## src/rtl/mem_access_unit.sv

```systemverilog
// MEM-stage data-memory controller: single-outstanding req/ack bus, byte lanes, load formatting.
// Optional misaligned-access trap when MEMU_MISALIGN_EN is defined (default: disabled).
module mem_access_unit #(
  parameter int WIDTH          = 32,
  parameter int INDEX          = 5,
  parameter int TIMEOUT_CYCLES = 255
) (
  input  logic               clk_in,
  input  logic               rst_in,
  input  logic               mem_read_in,
  input  logic               mem_write_in,
  input  logic [2:0]         funct3_in,
  input  logic [WIDTH-1:0]   alu_res_in,
  input  logic [WIDTH-1:0]   drs2_in,
  input  logic [INDEX-1:0]   rd_in,
  output logic               dbus_req_out,
  output logic               dbus_we_out,
  output logic [WIDTH-1:0]   dbus_addr_out,
  output logic [WIDTH/8-1:0] dbus_be_out,
  output logic [WIDTH-1:0]   dbus_wdata_out,
  input  logic               dbus_ack_in,
  input  logic [WIDTH-1:0]   dbus_rdata_in,
  output logic               stall_out,
  output logic               load_valid_out,
  output logic [WIDTH-1:0]   load_data_out,
  output logic [INDEX-1:0]   rd_out,
  output logic               err_out
);

  localparam int NB = WIDTH / 8;
  localparam int CW = (TIMEOUT_CYCLES > 1) ? $clog2(TIMEOUT_CYCLES) : 1;
  localparam logic [CW-1:0] CNT_LAST = CW'(TIMEOUT_CYCLES - 1);

  localparam logic [1:0] IDLE = 2'd0;
  localparam logic [1:0] REQ  = 2'd1;
  localparam logic [1:0] DONE = 2'd2;

  logic [1:0]       state_reg;
  logic [CW-1:0]    cnt_reg;
  logic [1:0]       lo_reg;
  logic [1:0]       size_reg;
  logic             uns_reg;
  logic             load_reg;
  logic [INDEX-1:0] rd_reg;

  logic             access;
  logic             is_load;
  logic [1:0]       size_in;
  logic [NB-1:0]    be_in;
  logic [WIDTH-1:0] wdata_in;
  logic [WIDTH-1:0] ld_shift;
  logic [WIDTH-1:0] ld_fmt;

  assign access  = mem_read_in | mem_write_in;
  assign is_load = mem_read_in & ~mem_write_in;

  // size code: 0 = byte, 1 = half, 2 = word (any funct3 with bit 1 set is a word)
  assign size_in = funct3_in[1] ? 2'd2 : {1'b0, funct3_in[0]};

  always_comb begin
    case (size_in)
      2'd0:    be_in = 4'b0001 << alu_res_in[1:0];
      2'd1:    be_in = 4'b0011 << {alu_res_in[1], 1'b0};
      default: be_in = 4'b1111;
    endcase
  end

  for (genvar gi = 0; gi < NB; gi++) begin : g_lane
    assign wdata_in[8*gi +: 8] = (size_in == 2'd0) ? drs2_in[7:0] :
                                 (size_in == 2'd1) ? drs2_in[8*(gi%2) +: 8] :
                                                     drs2_in[8*gi +: 8];
  end

  assign ld_shift = (size_reg == 2'd1) ? (dbus_rdata_in >> {lo_reg[1], 4'b0000})
                                       : (dbus_rdata_in >> {lo_reg, 3'b000});

  always_comb begin
    case (size_reg)
      2'd0:    ld_fmt = {{(WIDTH-8){~uns_reg & ld_shift[7]}}, ld_shift[7:0]};
      2'd1:    ld_fmt = {{(WIDTH-16){~uns_reg & ld_shift[15]}}, ld_shift[15:0]};
      default: ld_fmt = dbus_rdata_in;
    endcase
  end

`ifdef MEMU_MISALIGN_EN
  logic misaligned;
  assign misaligned = ((size_in == 2'd1) && alu_res_in[0]) ||
                      ((size_in == 2'd2) && (alu_res_in[1:0] != 2'b00));
`endif

  // Reset is folded in so the stall releases together with the asynchronous clear.
  always_comb begin
    stall_out = 1'b0;
    if (!rst_in) begin
      case (state_reg)
        IDLE:    stall_out = access;
        REQ:     stall_out = 1'b1;
        default: stall_out = 1'b0;
      endcase
    end
  end

  always_ff @(posedge clk_in or posedge rst_in) begin
    if (rst_in) begin
      state_reg      <= IDLE;
      cnt_reg        <= '0;
      lo_reg         <= '0;
      size_reg       <= '0;
      uns_reg        <= 1'b0;
      load_reg       <= 1'b0;
      rd_reg         <= '0;
      dbus_req_out   <= 1'b0;
      dbus_we_out    <= 1'b0;
      dbus_addr_out  <= '0;
      dbus_be_out    <= '0;
      dbus_wdata_out <= '0;
      load_valid_out <= 1'b0;
      load_data_out  <= '0;
      rd_out         <= '0;
      err_out        <= 1'b0;
    end else begin
      load_valid_out <= 1'b0;
      err_out        <= 1'b0;
      case (state_reg)
        IDLE: begin
          cnt_reg <= '0;
          if (access) begin
            lo_reg         <= alu_res_in[1:0];
            size_reg       <= size_in;
            uns_reg        <= funct3_in[2];
            load_reg       <= is_load;
            rd_reg         <= rd_in;
            dbus_we_out    <= mem_write_in;
            dbus_addr_out  <= {alu_res_in[WIDTH-1:2], 2'b00};
            dbus_be_out    <= be_in;
            dbus_wdata_out <= wdata_in;
`ifdef MEMU_MISALIGN_EN
            if (misaligned) begin
              state_reg      <= DONE;
              err_out        <= 1'b1;
              rd_out         <= rd_in;
              load_valid_out <= is_load;
              if (is_load) load_data_out <= '0;
            end else
`endif
            begin
              dbus_req_out <= 1'b1;
              state_reg    <= REQ;
            end
          end
        end
        REQ: begin
          cnt_reg <= cnt_reg + 1'b1;
          if (dbus_ack_in) begin
            dbus_req_out <= 1'b0;
            state_reg    <= DONE;
            rd_out       <= rd_reg;
            if (load_reg) begin
              load_data_out  <= ld_fmt;
              load_valid_out <= 1'b1;
            end
          end else if (cnt_reg == CNT_LAST) begin
            dbus_req_out <= 1'b0;
            state_reg    <= DONE;
            err_out      <= 1'b1;
            rd_out       <= rd_reg;
            if (load_reg) begin
              load_data_out  <= '0;
              load_valid_out <= 1'b1;
            end
          end
        end
        // Leave unconditionally so the frozen instruction is never issued twice.
        DONE:    state_reg <= IDLE;
        default: state_reg <= IDLE;
      endcase
    end
  end

endmodule
```

## config.mk

```make
export PLATFORM = sky130hd
export DESIGN_NAME = mem_access_unit
export DESIGN_NICKNAME = d
export VERILOG_FILES = /design/src/rtl/mem_access_unit.sv
export SDC_FILE = /design/constraint.sdc
export NUM_CORES = 1
export LEC_CHECK = 0
export CAP_MARGIN = 30
export CORE_MARGIN = 2
export CORE_UTILIZATION = 41
export CTS_CLUSTER_SIZE = 8
export DETAILED_ROUTE_END_ITERATION = 10
export GPL_ROUTABILITY_DRIVEN = 0
export PLACE_DENSITY = 0.76
export SLEW_MARGIN = 10
export SYNTH_ARGS = -nofsm -noshare
export SYNTH_HDL_FRONTEND = slang
export SYNTH_SLANG_ARGS = --single-unit
```

## constraint.sdc

```tcl
create_clock -name clk_in -period 4.2 [get_ports clk_in]
set_input_delay 0.63 -clock clk_in [delete_from_list [all_inputs] [get_ports clk_in]]
set_output_delay 0.63 -clock clk_in [all_outputs]
set_load 0.05 [all_outputs]
```

# Word level (Yosys, flattened, before mapping)
# Index checks and enable logic that the tools add are counted.
# totals
register_bits	128
elab_cells	76
out_inout_bits	110
inputBits	109
# op_classes
reduce_logical	10
shifts	4
n_addsub	1
bitwise_logic	6
n_mux	33
n_eq_ne	6
# ops
cell	n
$mux W32	4
$pmux W32 S2	1
$shr A32 B5 Y16	2
$mux W8	5
$mux W16	1
$pmux W8 S2	1
$mux W1	11
$mux W5	2
$add A8 B1 Y8 const B	1
$eq A8 B8 Y1 const B	1
$mux W2	4
$pmux W4 S2	1
$eq A2 B1 Y1 const B	3
$logic_not A2 Y1	3
$reduce_and A2 Y1	3
$reduce_and A3 Y1	2
$pmux W1 S2	2
$pmux W2 S2	1
$reduce_bool A2 Y1	2
$shl A1 B2 Y4 const A	1
$shl A2 B2 Y4 const A	1
$and A1 B1 Y1	3
$ne A3 B3 Y1 const B	1
$ne A2 B2 Y1 const B	1
other kinds (2)	3

# Longest topological paths before layout
# depth
depth_word	6
ltp_mapped	8
ltp_nobuf	6

# Least setup slack after synthesis
# Ideal clock, no wire load.
# synth_path
path_kind	input to output
start	input port mem_write_in
end	output port stall_out
arrival_ns	1.708
stages	2
path_buffers	0
required_time_ns	3.570
setup_slack_ns	1.862
path_cell_list	nor3_1 -> nor3_1
# synth_between
elab_chain_len	3
# synth_rtl
element	line_no	rtl
start: declaration	11	input logic mem_write_in,
$or A1 B1 Y1	54	assign access = mem_read_in | mem_write_in;
$pmux W1 S2	95	case (state_reg)
$mux W1	94	if (!rst_in) begin
end: declaration	23	output logic stall_out,
# Every way passes these cells.

# Worst setup path in the final report
# Same ends and word-level chain as after synthesis.

==> results.md <==
Status:
- The run finished with clean final reports.

Global routing:
- The number of global-route vias before repair was 5247.
- The initial antenna violation count was 0.
- The wire length of the first global-routing pass is 27.5 mm.
- The leftover overflow at the end of global routing is 0.
- The largest net degree at the start of global routing is 109.
- The global-route usage over all layers is 22.2%.

Route:
- The post-detailed-route wirelength per cell is 17.9 um.
- The total via count in the routed design is 4953.
- For this run, design rule violations remaining after detail routing come to 0.
- The final wirelength is 16.7 mm.
- In this run, the number of DRC markers left after iteration 0 of detailed routing was 314.
- The ratio of routed vias to standard cells is 5.31.
- The first-pass detailed-route iteration total is 4.
- The number of nets with antenna violations after routing is 0.

Logic synthesis:
- Summing the areas of all and, or, nand and nor instances in the mapped netlist gives 10.2% of the synthesized area.
- The portion of the post-synthesis area used by sequential elements is 53.4%.
- The netlist uses 49 different library cells.
- The largest area contributor in the synthesized netlist is dfrtp_1.
- The fraction of registers with async set/reset is 100%.
- The synthesized netlist devotes 12.6% of its cell area to compound gates.
- The cell count after synthesis came out at 531.
- The share of synthesized cell area in full adder, half adder and majority cells is 0.417%.
- By area, the combinational part of the netlist is dominated by multiplexers.
- The total standard cell area after synthesis is 6000 sq um.
- During synthesis, Yosys emitted a total of 0 warnings.
- In the post-synthesis netlist, the biggest area contributors are dfrtp_1, mux2_2, o21ai_0.
- Averaged over all synthesized cells, the footprint is 11.3 sq um.
- The post-synthesis share of cell area spent on xor and xnor gates is 0.292%.
- The portion of synthesized area spent on multiplexers is 18.4%.
- Sorting the synthesized cells by how often they occur yields dfrtp_1, o21ai_0, mux2_2, nand2_1, nor2_1.
- The proportion of netlist area held by the largest area contributor is 53.4%.
- The leading cell type by number of instances after synthesis is dfrtp_1.
- The post-synthesis sequential element count is 128.
- In this run, synthesis inferred 0 flip-flops with an integrated enable.
- Among all flip-flop cells after synthesis, the most frequent one is dfrtp_1.

STA:
- The final-report max-slew violation count is 0.
- The tightest hold path in the finished design has a slack of 480 ps.
- The worst slew margin relative to its limit is 43.7%.
- The final worst-path cycle share is 68.5%.
- Setup total negative slack on the finished layout was measured at 0 ps.
- The maximum clock frequency is 347 MHz.
- On the final layout, the worst clock skew is 12.1 ps.
- The worst path needs 2880 ps of the cycle, external delays included.
- The final count of hold timing violations is 0.
- Setup violations remaining at the end of the flow were counted as 0.
- Setup repair after global routing left no endpoint under its margin.
- For the pin with the worst max-slew slack, the measured transition is 841 ps.

Final layout:
- The repair_antennas step left the layout with diodes totalling 0.
- The filler cell count is 1160.
- The largest registers in the layout are dbus_wdata_out: 32 flops, load_data_out: 32 flops, dbus_addr_out: 30 flops.
- The number of nets in the layout is 849.
- The final instance area is 8890 sq um.
- The proportion of layout cells with a drive suffix above 1 is 15.2%.
- From synthesis to final layout, the design area changed by 48.2%.

Die:
- The number of placed I/O pins is 219.
- Measured along the y axis, the die boundary spans 125 um.
- Once the floorplan was initialized, standard cells occupied 41.6% of the core.
- The floorplan die area is 15600 sq um.
- The width of the die is 125 um.
- The initialized floorplan defines 44 standard-cell rows.
- The total core area is 14400 sq um.

Place:
- The post-detailed-placement cell area is 8250 sq um.
- The count of buffers added on input and output ports is 216.
- The wire-length estimate of the detail-placed layout is 11.9 mm.

Setup path:
- For flop-to-flop paths, the worst setup slack is 1730 ps.
- The endpoint identified for the worst register-to-register timing path is load_data_out[3].
- Data on the critical path is required at its endpoint by 3570 ps.
- The startpoint kind of the worst setup timing path is an input port.
- The critical path data arrival time is 2250 ps.
- The slowest stage of the critical path belongs to the cell clkdlybuf4s50_1.
- The number of buffer and inverter instances along the worst setup path is 2.
- The number of cells traversed by the worst register-to-register path is 4.
- The reg-to-reg critical path startpoint is state_reg[1].
- The class of the most critical setup path is in2out.
- The largest stage delay on the critical path is 830 ps.
- The worst setup path is captured at an output port.
- In this run the worst path has a maximum fanout of 4.
- The critical path launch point is mem_write_in.
- The critical path goes through clkdlybuf4s50_1 > nor3_1 > nor3_1 > clkdlybuf4s50_1.
- The kind of cell adding the most delay to the critical path is buffers and inverters.

Clock network:
- Counting the buffers created by CTS gives 17.
- After clock tree synthesis, the repair step resized 0 gates.
- The total number of H-tree levels is 4.
- The library cell used as clock root buffer is clkbuf_16.
- TritonCTS built the clock tree.
- After clock tree synthesis, the clock-pin slew on the worst setup and hold paths is 50 ps.
- Post-CTS timing repair inserted 0 buffers for setup.
- Hold repair after CTS inserted 0 buffers.
- The clock reaches the later pin of the worst-skew pair after 420 ps.
- The buffer levels on the longest clock path is 2.
- The clock sink count is 128.

Power:
- The power per unit of standard cell area is 902 nW/um^2.
- VDD sags by at most 0.626 mV.
- In this run the static leakage power is 3.80 nW.
- The total chip power is 8.02 mW.

Worst hold path:
- The worst min-delay path startpoint is dbus_wdata_out[18].
- The path category of the worst min-delay check is reg2reg.
- The cell count of the worst hold path is 2.
- The hold-critical path endpoint is dbus_wdata_out[18].

Job:
- The tool flagged a number of max-cap violations equal to 0.
-- worst min-delay path, cell delays in order, from the launching register on --
cell and delay, ps:
dfrtp_1 340, nand2_1 50, o21ai_0 60
-- cell type report --
class	instances	area (sq um)	area share [%]
clock buffer	25	515	5.80
clock inverter	5	100	1.13
inverter	14	55.1	0.619
multi-input combinational	352	2520	28.4
sequential	128	3200	36.0
tap	184	230	2.59
timing repair buffer	225	2260	25.5
-- through the flow --
| step | instances | setup WS [ps] | utilization [%] |
|---|---|---|---|
| after global routing | 933 | 1250 | 61.6 |
| after CTS | 932 | 1300 | 61.4 |
| final | 933 | 1320 | 61.6 |
| after floorplan | 532 | 157 | - |
| after detailed placement | 902 | 1320 | 57.2 |
| after global placement | 902 | 1320 | 57.2 |
-- how the worst max path moves through the flow --
stage                       endpoint  slack (ps)  cells after the start
after global placement     stall_out        1320                      4
after floorplan           cnt_reg[0]         160                      1
after global routing       stall_out        1250                      4
after detailed placement   stall_out        1320                      4
after CTS                  stall_out        1300                      4
final                      stall_out        1320                      4
-- report_power, final --
part	internal, mW	total [mW]	switching [mW]	leakage (nW)
sequential	1.80	2.19	0.394	1.57
clock	1.02	1.53	0.507	0.305
combinational	1.56	4.30	2.73	1.93
total	4.38	8.02	3.63	3.80
-- metal layers --
metal | vias to the layer above | global-route usage (%) | wire (um)
li1 | 2299 | - | -
met1 | 2436 | 26.7 | 6580
met2 | 198 | 36.3 | 8250
met3 | 20 | 9.50 | 1580
met4 | 0 | 7.19 | 257
met5 | - | 0 | 0
-- cell families (layout without fill, tap and decap cells) --
family,Yosys count,count (layout)
fa+ha+maj,2,2
simple gates,135,135
other cells,1,2
flops,128,128
buf+inv,52,269
xor+xnor,2,2
compound gates,118,118
mux,93,93
-- layout by cell type, fill, tap and decap left out, types with 3 or more instances in the layout --
master,netlist,final
mux2_2,58,58
a21oi_1,13,13
nor2b_1,3,3
nand2_1,58,58
a22o_1,3,3
a221o_1,7,7
o21ai_0,67,67
clkbuf_16,0,17
clkbuf_8,0,6
nand2b_1,4,4
a211o_1,7,7
bufinv_16,0,3
clkdlybuf4s50_1,0,216
mux2i_1,26,26
buf_4,5,7
mux4_2,7,7
inv_1,13,12
nand3_1,17,17
o221ai_1,8,8
nor3_1,4,4
dfrtp_1,128,128
nor2_1,31,31
and3_1,8,8
Power figures use the tool's default switching activity.
